$ cat config.mk
export PLATFORM = sky130hd
export DESIGN_NAME = rdc_event_logger
export DESIGN_NICKNAME = d
export VERILOG_FILES = /design/src/rtl/rdc_pkg.sv /design/src/rtl/rdc_rec_fifo.sv /design/src/rtl/rdc_event_logger.sv
export SDC_FILE = /design/constraint.sdc
export NUM_CORES = 1
export LEC_CHECK = 0
export CAP_MARGIN = 20
export CORE_ASPECT_RATIO = 1.5
export CORE_UTILIZATION = 56
export CTS_CLUSTER_DIAMETER = 40
export DETAILED_ROUTE_END_ITERATION = 6
export PLACE_DENSITY = 0.76
export SYNTH_ARGS = -nofsm -noshare
export SYNTH_HDL_FRONTEND = slang
export SYNTH_HIERARCHICAL = 1
export SYNTH_SLANG_ARGS = --single-unit
$ cat constraint.sdc
create_clock -name clk_i -period 8.9 [get_ports clk_i]
set_input_delay 0.89 -clock clk_i [delete_from_list [all_inputs] [get_ports clk_i]]
set_output_delay 0.89 -clock clk_i [all_outputs]
set_load 0.01 [all_outputs]
$ cat src/rtl/rdc_pkg.sv
// Shared constants, record type and priority encoder for the RDC event logger.
// Core/event counts and timestamp width must match the RDC instance being monitored.
package rdc_pkg;

    localparam int N_CORES     = 2;
    localparam int CORE_EVENTS = 4;
    localparam int TS_WIDTH    = 32;
    localparam int N_COUNTERS  = N_CORES * CORE_EVENTS;
    localparam int IDX_W       = $clog2(N_COUNTERS);

    typedef struct packed {
        logic [IDX_W-1:0]    idx;
        logic [TS_WIDTH-1:0] ts;
    } rdc_rec_t;

    // Index of the lowest set bit; 0 when none is set (callers gate on |vec).
    function automatic logic [IDX_W-1:0] lowest_set(input logic [N_COUNTERS-1:0] vec);
        logic [IDX_W-1:0] idx;
        idx = '0;
        for (int i = N_COUNTERS - 1; i >= 0; i--) begin
            if (vec[i]) idx = IDX_W'(i);
        end
        return idx;
    endfunction

endpackage

$ cat src/rtl/rdc_rec_fifo.sv
// Synchronous record FIFO with registered storage, simultaneous push/pop and a level count.
// The head record is read directly from the storage registers (no fall-through).
module rdc_rec_fifo
    import rdc_pkg::*;
#(
    parameter int DEPTH = 4
) (
    input  logic                   clk_i,
    input  logic                   rst_i,
    input  logic                   clear_i,
    input  logic                   push_i,
    input  rdc_rec_t               din_i,
    input  logic                   pop_i,
    output rdc_rec_t               head_o,
    output logic                   empty_o,
    output logic                   full_o,
    output logic [$clog2(DEPTH):0] level_o
);

    localparam int AW = $clog2(DEPTH);

    rdc_rec_t      mem [DEPTH];
    logic [AW-1:0] wr_ptr;
    logic [AW-1:0] rd_ptr;
    logic [AW:0]   count;
    logic          do_push;
    logic          do_pop;

    assign empty_o = (count == '0);
    assign full_o  = (count == (AW + 1)'(DEPTH));
    assign level_o = count;
    assign head_o  = mem[rd_ptr];
    assign do_pop  = pop_i & ~empty_o;
    assign do_push = push_i & (~full_o | do_pop);

    // NOTE: state registers use non-blocking (<=) so every flop samples pre-edge values.
    always_ff @(posedge clk_i or posedge rst_i) begin
        if (rst_i) begin
            wr_ptr <= '0;
            rd_ptr <= '0;
            count  <= '0;
            // NOTE: storage is reset as well, so the head reads 0 out of reset.
            for (int i = 0; i < DEPTH; i++) mem[i] <= '0;
        end else if (clear_i) begin
            wr_ptr <= '0;
            rd_ptr <= '0;
            count  <= '0;
        end else begin
            if (do_push) begin
                mem[wr_ptr] <= din_i;
                wr_ptr      <= wr_ptr + AW'(1);
            end
            if (do_pop) rd_ptr <= rd_ptr + AW'(1);
            count <= count + (AW + 1)'(do_push) - (AW + 1)'(do_pop);
        end
    end

endmodule

$ cat src/rtl/rdc_event_logger.sv
// Turns rising edges of the RDC interruption vector into an ordered {index, timestamp} log
// with a level interrupt while any record is pending or undelivered.
module rdc_event_logger
    import rdc_pkg::*;
#(
    parameter int FIFO_DEPTH = 4
) (
    input  logic                        clk_i,
    input  logic                        rst_i,
    input  logic                        enable_i,
    input  logic                        clear_i,
    input  logic [N_COUNTERS-1:0]       interruption_vector_i,
    output logic                        rec_valid_o,
    input  logic                        rec_ready_i,
    output logic [IDX_W-1:0]            rec_index_o,
    output logic [TS_WIDTH-1:0]         rec_timestamp_o,
    output logic [$clog2(FIFO_DEPTH):0] fifo_level_o,
    output logic                        irq_o,
    output logic                        overflow_o
);

    logic [TS_WIDTH-1:0]   ts;
    logic [N_COUNTERS-1:0] prev;
    logic [N_COUNTERS-1:0] pending;
    logic [N_COUNTERS-1:0] rise;
    logic [N_COUNTERS-1:0] push_sel;
    logic [TS_WIDTH-1:0]   ts_cap [N_COUNTERS];
    logic                  overflow;
    logic                  fifo_full;
    logic                  fifo_empty;
    logic                  pop;
    logic                  push;
    logic [IDX_W-1:0]      push_idx;
    rdc_rec_t              push_rec;
    rdc_rec_t              head;

    assign rise     = interruption_vector_i & ~prev & {N_COUNTERS{enable_i}};
    assign pop      = rec_valid_o & rec_ready_i;
    assign push_idx = lowest_set(pending);
    assign push     = (|pending) & (~fifo_full | pop);
    assign push_rec = '{idx: push_idx, ts: ts_cap[push_idx]};

    always_comb begin
        // NOTE: default first so no path leaves push_sel unassigned (no latch).
        push_sel = '0;
        if (push) push_sel[push_idx] = 1'b1;
    end

    always_ff @(posedge clk_i or posedge rst_i) begin
        if (rst_i) begin
            ts       <= '0;
            prev     <= '0;
            pending  <= '0;
            overflow <= 1'b0;
            for (int k = 0; k < N_COUNTERS; k++) ts_cap[k] <= '0;
        end else if (clear_i) begin
            // prev keeps tracking the vector so bits held high across a clear stay quiet.
            ts       <= '0;
            prev     <= interruption_vector_i;
            pending  <= '0;
            overflow <= 1'b0;
        end else begin
            ts   <= enable_i ? ts + TS_WIDTH'(1) : ts;
            prev <= interruption_vector_i;
            for (int k = 0; k < N_COUNTERS; k++) begin
                if (rise[k] && (!pending[k] || push_sel[k])) begin
                    pending[k] <= 1'b1;
                    ts_cap[k]  <= ts;
                end else if (rise[k]) begin
                    overflow <= 1'b1;
                end else if (push_sel[k]) begin
                    pending[k] <= 1'b0;
                end
            end
        end
    end

    rdc_rec_fifo #(
        .DEPTH (FIFO_DEPTH)
    ) u_fifo (
        .clk_i   (clk_i),
        .rst_i   (rst_i),
        .clear_i (clear_i),
        .push_i  (push),
        .din_i   (push_rec),
        .pop_i   (pop),
        .head_o  (head),
        .empty_o (fifo_empty),
        .full_o  (fifo_full),
        .level_o (fifo_level_o)
    );

    assign rec_valid_o     = ~fifo_empty;
    assign rec_index_o     = head.idx;
    assign rec_timestamp_o = head.ts;
    assign irq_o           = (|pending) | ~fifo_empty;
    assign overflow_o      = overflow;

endmodule
* Word-level counts from Yosys, hierarchy flattened
Index checks and enable logic that the tools add are counted.
** Word-level totals
- RAM bits :: 0
- Bits of input ports :: 13
- Bits in read-only memories :: 0
- Output and inout bits :: 41
- Memories kept :: 0
- Register bits :: 452
- Bits in latches :: 0
- Logic and storage cells :: 192
** Operators by class
- Add/sub/neg operators :: 5
- Reduce and logical (&&, ||, !) cells :: 56
- Bitwise gates (word level) :: 16
- Order comparisons :: 6
- Shift operators :: 0
- Div/mod/pow operators :: 0
- Equal/unequal tests :: 9
- Mux-type cells :: 70
- Multiply operators :: 0
** Operators with widths (number)
- bitwise mux 140 bit :: 1
- 2-to-1 mux 32 bit :: 4
- 2-to-1 mux 35 bit :: 3
- binary-select mux 32 bit (select 3 bit) :: 1
- binary-select mux 35 bit (select 2 bit) :: 1
- demux 35 bit (select 2 bit) :: 1
- 2-to-1 mux 1 bit :: 43
- AND reduction 2 bit :: 17
- adder 32 x 1 -> 32 bit, second input constant :: 1
- 2-to-1 mux 3 bit :: 9
- != test 3 x 2 -> 1 bit, second input constant :: 8
- nonzero test 3 bit :: 8
- bitwise AND 8 bit :: 2
- 2-to-1 mux 8 bit :: 2
- logical AND 1 bit :: 10
- zero test 1 bit :: 8
- logical OR 1 bit :: 8
- 2-to-1 mux 2 bit :: 4
- inverter 8 bit :: 1
- OR reduction 8 bit :: 1
- >= comparator 3 bit, second input constant :: 2
- inverter 2 -> 3 bit :: 2
- nonzero test 2 bit :: 3
- adder 2 x 1 -> 2 bit, second input constant :: 2
- other kinds (13) :: 20

* Depth between registers and ports, before layout
- Word-level depth :: 32
- Mapped depth :: 15
- Gate-level depth less buffers :: 14

* Cells and area by module
Netlist, hierarchy kept.
** Modules (own cells, without submodules)
- rdc_event_logger :: times used 1, cells each 1340, area an instance 14802.9 µm²
- rdc_rec_fifo :: times used 1, cells each 388, area an instance 6531.3 µm²

* Worst setup path before layout
No wires, ideal clock.
- Kind :: input port to flip-flop
- From :: input rec_ready_i
- To :: register u_fifo.count[2], in the netlist u_fifo/level_o[2]
- Setup time :: 0.086 ns
- Arrival time :: 3.072 ns
- Slack :: 5.742 ns
- Cell stages on the path :: 14
- Path through :: nand2b_1 -> and2_0 -> clkbuf_1 -> nor2_1 -> nor2b_1 -> inv_1 -> ha_1 -> inv_1 -> ha_1 -> inv_1 -> fa_1 -> xor2_1 -> and2_1 -> nor3_1
** Between the ends
- Word-level cells in the longest chain between the ends :: 7
** RTL lines
- start: declaration :: RTL line rdc_event_logger.sv:14 : input logic rec_ready_i,
- bitwise AND 1 bit :: RTL line rdc_event_logger.sv:38 : assign pop = rec_valid_o & rec_ready_i;
- OR 1 bit :: RTL line rdc_event_logger.sv:40 : assign push = (|pending) & (~fifo_full | pop);
- bitwise AND 1 bit :: RTL line rdc_event_logger.sv:40
- via push :: RTL line rdc_event_logger.sv:32 : logic push;
- bitwise AND 1 bit :: RTL line rdc_rec_fifo.sv:34 : assign do_push = push_i & (~full_o | do_pop);
- adder 3 x 1 -> 3 bit :: RTL line rdc_rec_fifo.sv:54 : count <= count + (AW + 1)'(do_push) - (AW + 1)'(do_pop);
- subtractor 3 x 1 -> 3 bit :: RTL line rdc_rec_fifo.sv:54
- 2-to-1 mux 3 bit :: RTL line rdc_rec_fifo.sv:44 : end else if (clear_i) begin
- end signal: assignment :: RTL line rdc_rec_fifo.sv:54
- end: declaration :: RTL line rdc_rec_fifo.sv:25 : logic [AW:0] count;
The timed path passes the listed nets, and every way through them passes these cells.
A chain may end at the register's enable or synchronous reset.

* Worst setup path in the final report
- From :: register pending[3]
- To :: register ts_cap[40] (netlist name)
** Between the ends
- Word-level cells in the longest chain between the ends :: 12
** RTL lines
- start: declaration :: RTL line rdc_event_logger.sv:24 : logic [N_COUNTERS-1:0] pending;
- start signal: assignment :: RTL line rdc_event_logger.sv:53 : pending <= '0;
- start signal: assignment :: RTL line rdc_event_logger.sv:60 : pending <= '0;
- start signal: indexed assignment :: RTL line rdc_event_logger.sv:67 : pending[k] <= 1'b1;
- 2-to-1 mux 3 bit (4 in a row) :: RTL line rdc_pkg.sv:21 : if (vec[i]) idx = IDX_W'(i);
- less-than comparator 3 x 4 -> 1 bit (not written as such) or >= comparator 3 x 1 -> 1 bit (tied branches) :: RTL line rdc_event_logger.sv:46 : if (push) push_sel[push_idx] = 1'b1;
- logical AND 1 bit (not written as such) :: RTL line rdc_event_logger.sv:46
- 2-to-1 mux 1 bit (not written as such) :: RTL line rdc_event_logger.sv:46
- demux 1 bit (select 3 bit) :: RTL line rdc_event_logger.sv:46
- 2-to-1 mux 8 bit (*) :: RTL line rdc_event_logger.sv:46
- logical OR 1 bit (*) :: RTL line rdc_event_logger.sv:66 : if (rise[k] && (!pending[k] || push_sel[k])) begin
- logical AND 1 bit (*) :: RTL line rdc_event_logger.sv:66
- AND reduction 2 bit (no line) (*)
- end signal: indexed assignment :: RTL line rdc_event_logger.sv:68 : ts_cap[k] <= ts;
- end: declaration :: RTL line rdc_event_logger.sv:27 : logic [TS_WIDTH-1:0] ts_cap [N_COUNTERS];
Every way passes the cells marked *; elsewhere a longest branch is shown, timed or not.

==> impl_metrics.xml <==
<?xml version="1.0" encoding="UTF-8"?>
<metrics>
  <group name="route">
    <metric name="detail_route.iter0.violations" unit="">997</metric>
    <metric name="via_per_inst" unit="">6.333</metric>
    <metric name="drt_drc_violations_left" unit="">0</metric>
    <metric name="route.detailed.wl_per_inst" unit="um">22.42</metric>
    <metric name="via_count_of_the_routed_design" unit="">14050</metric>
    <metric name="ant_nets" unit="">0</metric>
    <metric name="wl" unit="mm">49.74</metric>
    <metric name="drtPass1Iterations" unit="">5</metric>
  </group>
  <group name="sta">
    <metric name="setup_tns_final" unit="ps">0</metric>
    <metric name="timing_hold_violations_final" unit="">0</metric>
    <metric name="min_period" unit="ps">4069</metric>
    <metric name="setup-violations-final" unit="">0</metric>
    <metric name="whs" unit="ps">476.5</metric>
    <metric name="final_critical_path_setup_slack" unit="ps">4831</metric>
    <metric name="final-max-slew-violation-count" unit="">0</metric>
    <metric name="grt_setup_unrepaired" unit="">no</metric>
    <metric name="max_freq" unit="GHz">0.2458</metric>
    <metric name="final.period_utilization" unit="%">45.72</metric>
    <metric name="skew" unit="ps">15.76</metric>
    <metric name="worst_pin_slew" unit="ps">1069</metric>
    <metric name="slew_limit_headroom" unit="%">28.75</metric>
  </group>
  <group name="cells_and_area">
    <metric name="mostFrequentLayoutCell" unit="">sky130_fd_sc_hd__dfrtp_1</metric>
    <metric name="fraction_of_final_layout_cells_with_drive_strength_greater_than_1" unit="%">30.52</metric>
    <metric name="syn_to_final_growth" unit="%">11.01</metric>
    <metric name="ant_cells" unit="">0</metric>
    <metric name="leading_cell_types_in_the_layout_fill_and_taps_excluded" unit="">451 x sky130_fd_sc_hd__dfrtp_1, 363 x sky130_fd_sc_hd__mux2_2, 144 x sky130_fd_sc_hd__o21ai_0</metric>
    <metric name="fin_nets" unit="">1717</metric>
    <metric name="filler_cell_count" unit="">2801</metric>
    <metric name="postLayoutCoreUtil" unit="%">63.06</metric>
  </group>
  <group name="min_path">
    <metric name="holdPathStages" unit="">2</metric>
    <metric name="min-delay-path-class" unit="">reg -&gt; reg</metric>
    <metric name="holdCritStartpoint" unit="">ts_cap[197]</metric>
    <metric name="worst_hold_path.endpoint" unit="">ts_cap[197]</metric>
  </group>
  <group name="synthesis">
    <metric name="ys_seq_elements" unit="">452</metric>
    <metric name="ys_async_sr_fraction" unit="%">100.0</metric>
    <metric name="mappedNetlistNets" unit="">1749</metric>
    <metric name="ys.warnings.count" unit="">6</metric>
    <metric name="syn_area_per_cell" unit="um2">12.35</metric>
    <metric name="post_synthesis_cells" unit="">1728</metric>
    <metric name="synth.yosys.seq_area_share" unit="%">53.02</metric>
    <metric name="yosysUniqueCellTypes" unit="">57</metric>
    <metric name="number_of_synthesized_flops_with_an_enable_pin" unit="">0</metric>
    <metric name="post_synth_instance_area" unit="mm2">0.02133</metric>
    <metric name="yosys_most_used_dff" unit="">sky130_fd_sc_hd__dfrtp_1</metric>
  </group>
  <group name="clock_tree">
    <metric name="cts_resized" unit="">0</metric>
    <metric name="post-cts-setup-buffers" unit="">0</metric>
    <metric name="latest_clock_arrival_within_the_worst_skew_pair" unit="ps">560</metric>
    <metric name="clkSlewWorstSetupHoldPaths" unit="ps">60</metric>
    <metric name="clock_tree.root_cell" unit="">sky130_fd_sc_hd__clkbuf_16</metric>
    <metric name="cts_hold_repair.buffers" unit="">0</metric>
    <metric name="cts_tree" unit="">yes</metric>
    <metric name="cts_made_buffers" unit="">44</metric>
    <metric name="total_number_of_clock_tree_sinks" unit="">452</metric>
    <metric name="ctsHtreeMaxLevel" unit="">2</metric>
    <metric name="clock_path_buffers" unit="">3</metric>
  </group>
  <group name="setup_path">
    <metric name="criticalPathCategory" unit="">reg -&gt; reg</metric>
    <metric name="worstPathArrival" unit="ps">4510</metric>
    <metric name="ff2ff_setup_slack" unit="ps">4830</metric>
    <metric name="critical_path_startpoint_category" unit="">flip-flop</metric>
    <metric name="crit-reg2reg-launch" unit="">pending[3]</metric>
    <metric name="cp-end-kind" unit="">flip-flop</metric>
    <metric name="crit-reg2reg-capture" unit="">ts_cap[40]</metric>
    <metric name="critPathRequiredTime" unit="ps">9340</metric>
    <metric name="cp_max_fo" unit="">34</metric>
    <metric name="timing.reg2reg.worst_path_depth" unit="">6</metric>
  </group>
  <group name="placement">
    <metric name="place_congestion" unit="">0.7948</metric>
    <metric name="detailed_place_hpwl" unit="mm">28.33</metric>
    <metric name="pre_cts_slack" unit="ps">4831</metric>
    <metric name="placement.io_buffers" unit="">53</metric>
  </group>
  <group name="power_and_ir_drop">
    <metric name="static-leakage-power" unit="nW">10.62</metric>
    <metric name="power.ir.vdd_worst" unit="mV">0.2062</metric>
    <metric name="design_power_total" unit="mW">4.858</metric>
    <metric name="power_per_cell_area" unit="mW/mm2">205.1</metric>
  </group>
  <group name="global_route">
    <metric name="grt_antenna_before_repair" unit="">0</metric>
    <metric name="grt_remaining_overflow" unit="">0</metric>
    <metric name="grt_pass1_wl" unit="mm">81.28</metric>
    <metric name="track_usage" unit="%">26.59</metric>
    <metric name="first_global_vias" unit="">14710</metric>
    <metric name="grt_max_degree" unit="">196</metric>
  </group>
  <group name="die">
    <metric name="start_util" unit="%">56.81</metric>
    <metric name="die-width" unit="um">161.4</metric>
    <metric name="floorplan.die_area" unit="mm2">0.03890</metric>
    <metric name="ioPinCount" unit="">54</metric>
    <metric name="rows" unit="">87</metric>
    <metric name="placeableCoreArea" unit="mm2">0.03755</metric>
    <metric name="die_y" unit="um">241.1</metric>
  </group>
  <group name="outcome">
    <metric name="status" unit="">complete, no violations</metric>
  </group>
  <group name="run">
    <metric name="max-cap-violations" unit="">0</metric>
  </group>
</metrics>
[report_power, final]
| group | total, mW | leakage, nW | internal [mW] | switching [mW] |
|---|---|---|---|---|
| clock | 2.00 | 0.752 | 1.19 | 0.806 |
| combinational | 0.658 | 3.61 | 0.268 | 0.390 |
| sequential | 2.20 | 6.26 | 2.14 | 0.0591 |
[through the flow]
step                cell area, um2  std cells
finish                       23680       2219
global route                 23680       2219
CTS                          23680       2219
detailed placement           22120       2139
global placement             22120       2139
floorplan                    21340       1728
[critical path: stages, from the launching register on]
cell	delay, ps
sky130_fd_sc_hd__dfrtp_1	490
sky130_fd_sc_hd__nor4_2	580
sky130_fd_sc_hd__nand3_2	910
sky130_fd_sc_hd__or4_4	790
sky130_fd_sc_hd__a211oi_4	240
sky130_fd_sc_hd__buf_4	500
sky130_fd_sc_hd__mux2_2	400
[cell usage after synthesis, drive strengths merged (3+ instances only)]
| cell type | count | area share, % |
|---|---|---|
| a211o | 4 | 0.16 |
| a211oi | 6 | 0.38 |
| a21o | 64 | 2.3 |
| a21oi | 78 | 1.8 |
| and2 | 4 | 0.12 |
| and3 | 5 | 0.15 |
| and4 | 4 | 0.16 |
| buf | 44 | 1.4 |
| clkbuf | 116 | 2.0 |
| dfrtp | 452 | 53 |
| ha | 7 | 0.41 |
| inv | 23 | 0.40 |
| mux2 | 387 | 20 |
| mux4 | 35 | 3.7 |
| nand2 | 32 | 0.56 |
| nand3 | 144 | 3.4 |
| nand3b | 6 | 0.21 |
| nand4 | 5 | 0.15 |
| nand4bb | 32 | 1.7 |
| nor2 | 43 | 0.76 |
| nor2b | 7 | 0.21 |
| nor3 | 17 | 0.45 |
| nor4 | 4 | 0.15 |
| nor4bb | 3 | 0.14 |
| o21ai | 147 | 3.4 |
| or4 | 6 | 0.25 |
| xnor2 | 17 | 0.70 |
| xor2 | 14 | 0.57 |
[cell type report]
cell class | count | area [um2] | area share [%]
clock inverter | 21 | 320.3 | 1.352
multi-input combinational | 1093 | 9349 | 39.48
timing repair buffer | 82 | 755.7 | 3.191
sequential | 452 | 11310 | 47.77
clock buffer | 59 | 1239 | 5.230
tap | 489 | 611.8 | 2.583
inverter | 23 | 95.09 | 0.4015
[flip-flops by register name, indices dropped and copies added, names as in the netlist]
register	count
ts_cap	256
prev	8
u_fifo/wr_ptr	2
u_fifo/rd_ptr	2
pending	8
overflow_o	1
u_fifo/mem	140
ts	32
u_fifo/level_o	3
[kinds of logic after synthesis]
| kind of cell | count (synthesis) | synth area share [%] |
|---|---|---|
| DFF | 452 | 53.02 |
| muxes | 423 | 24.17 |
| and+or+nand+nor | 321 | 8.733 |
| AOI/OAI and AO/OA | 310 | 8.475 |
| buffers and inverters | 183 | 3.830 |
| xor gates and xnor gates | 31 | 1.273 |
| adders and majority gates | 8 | 0.5044 |
[metal layers]
layer  share of wire (%)  routed length (um)  global-route usage [%]
met5                   0                   0                       0
met4                 2.8                1372                   9.377
met3                 4.8                2374                   3.454
met2                  50               25080                   45.69
met1                  42               20920                   34.71
[worst max path at each step]
| stage | start | endpoint | slack, ps | depth (start not counted) |
|---|---|---|---|---|
| after floorplan | rst_i | overflow_o | 3950 | 1 |
| after global placement | rec_ready_i | ts_cap[140] | 4920 | 7 |
| after detailed placement | rec_ready_i | ts_cap[132] | 4830 | 7 |
| after CTS | pending[3] | ts_cap[40] | 4840 | 6 |
| after global routing | pending[3] | ts_cap[40] | 4670 | 6 |
| final | pending[3] | ts_cap[40] | 4830 | 6 |
(Power assumes the default switching activity.)
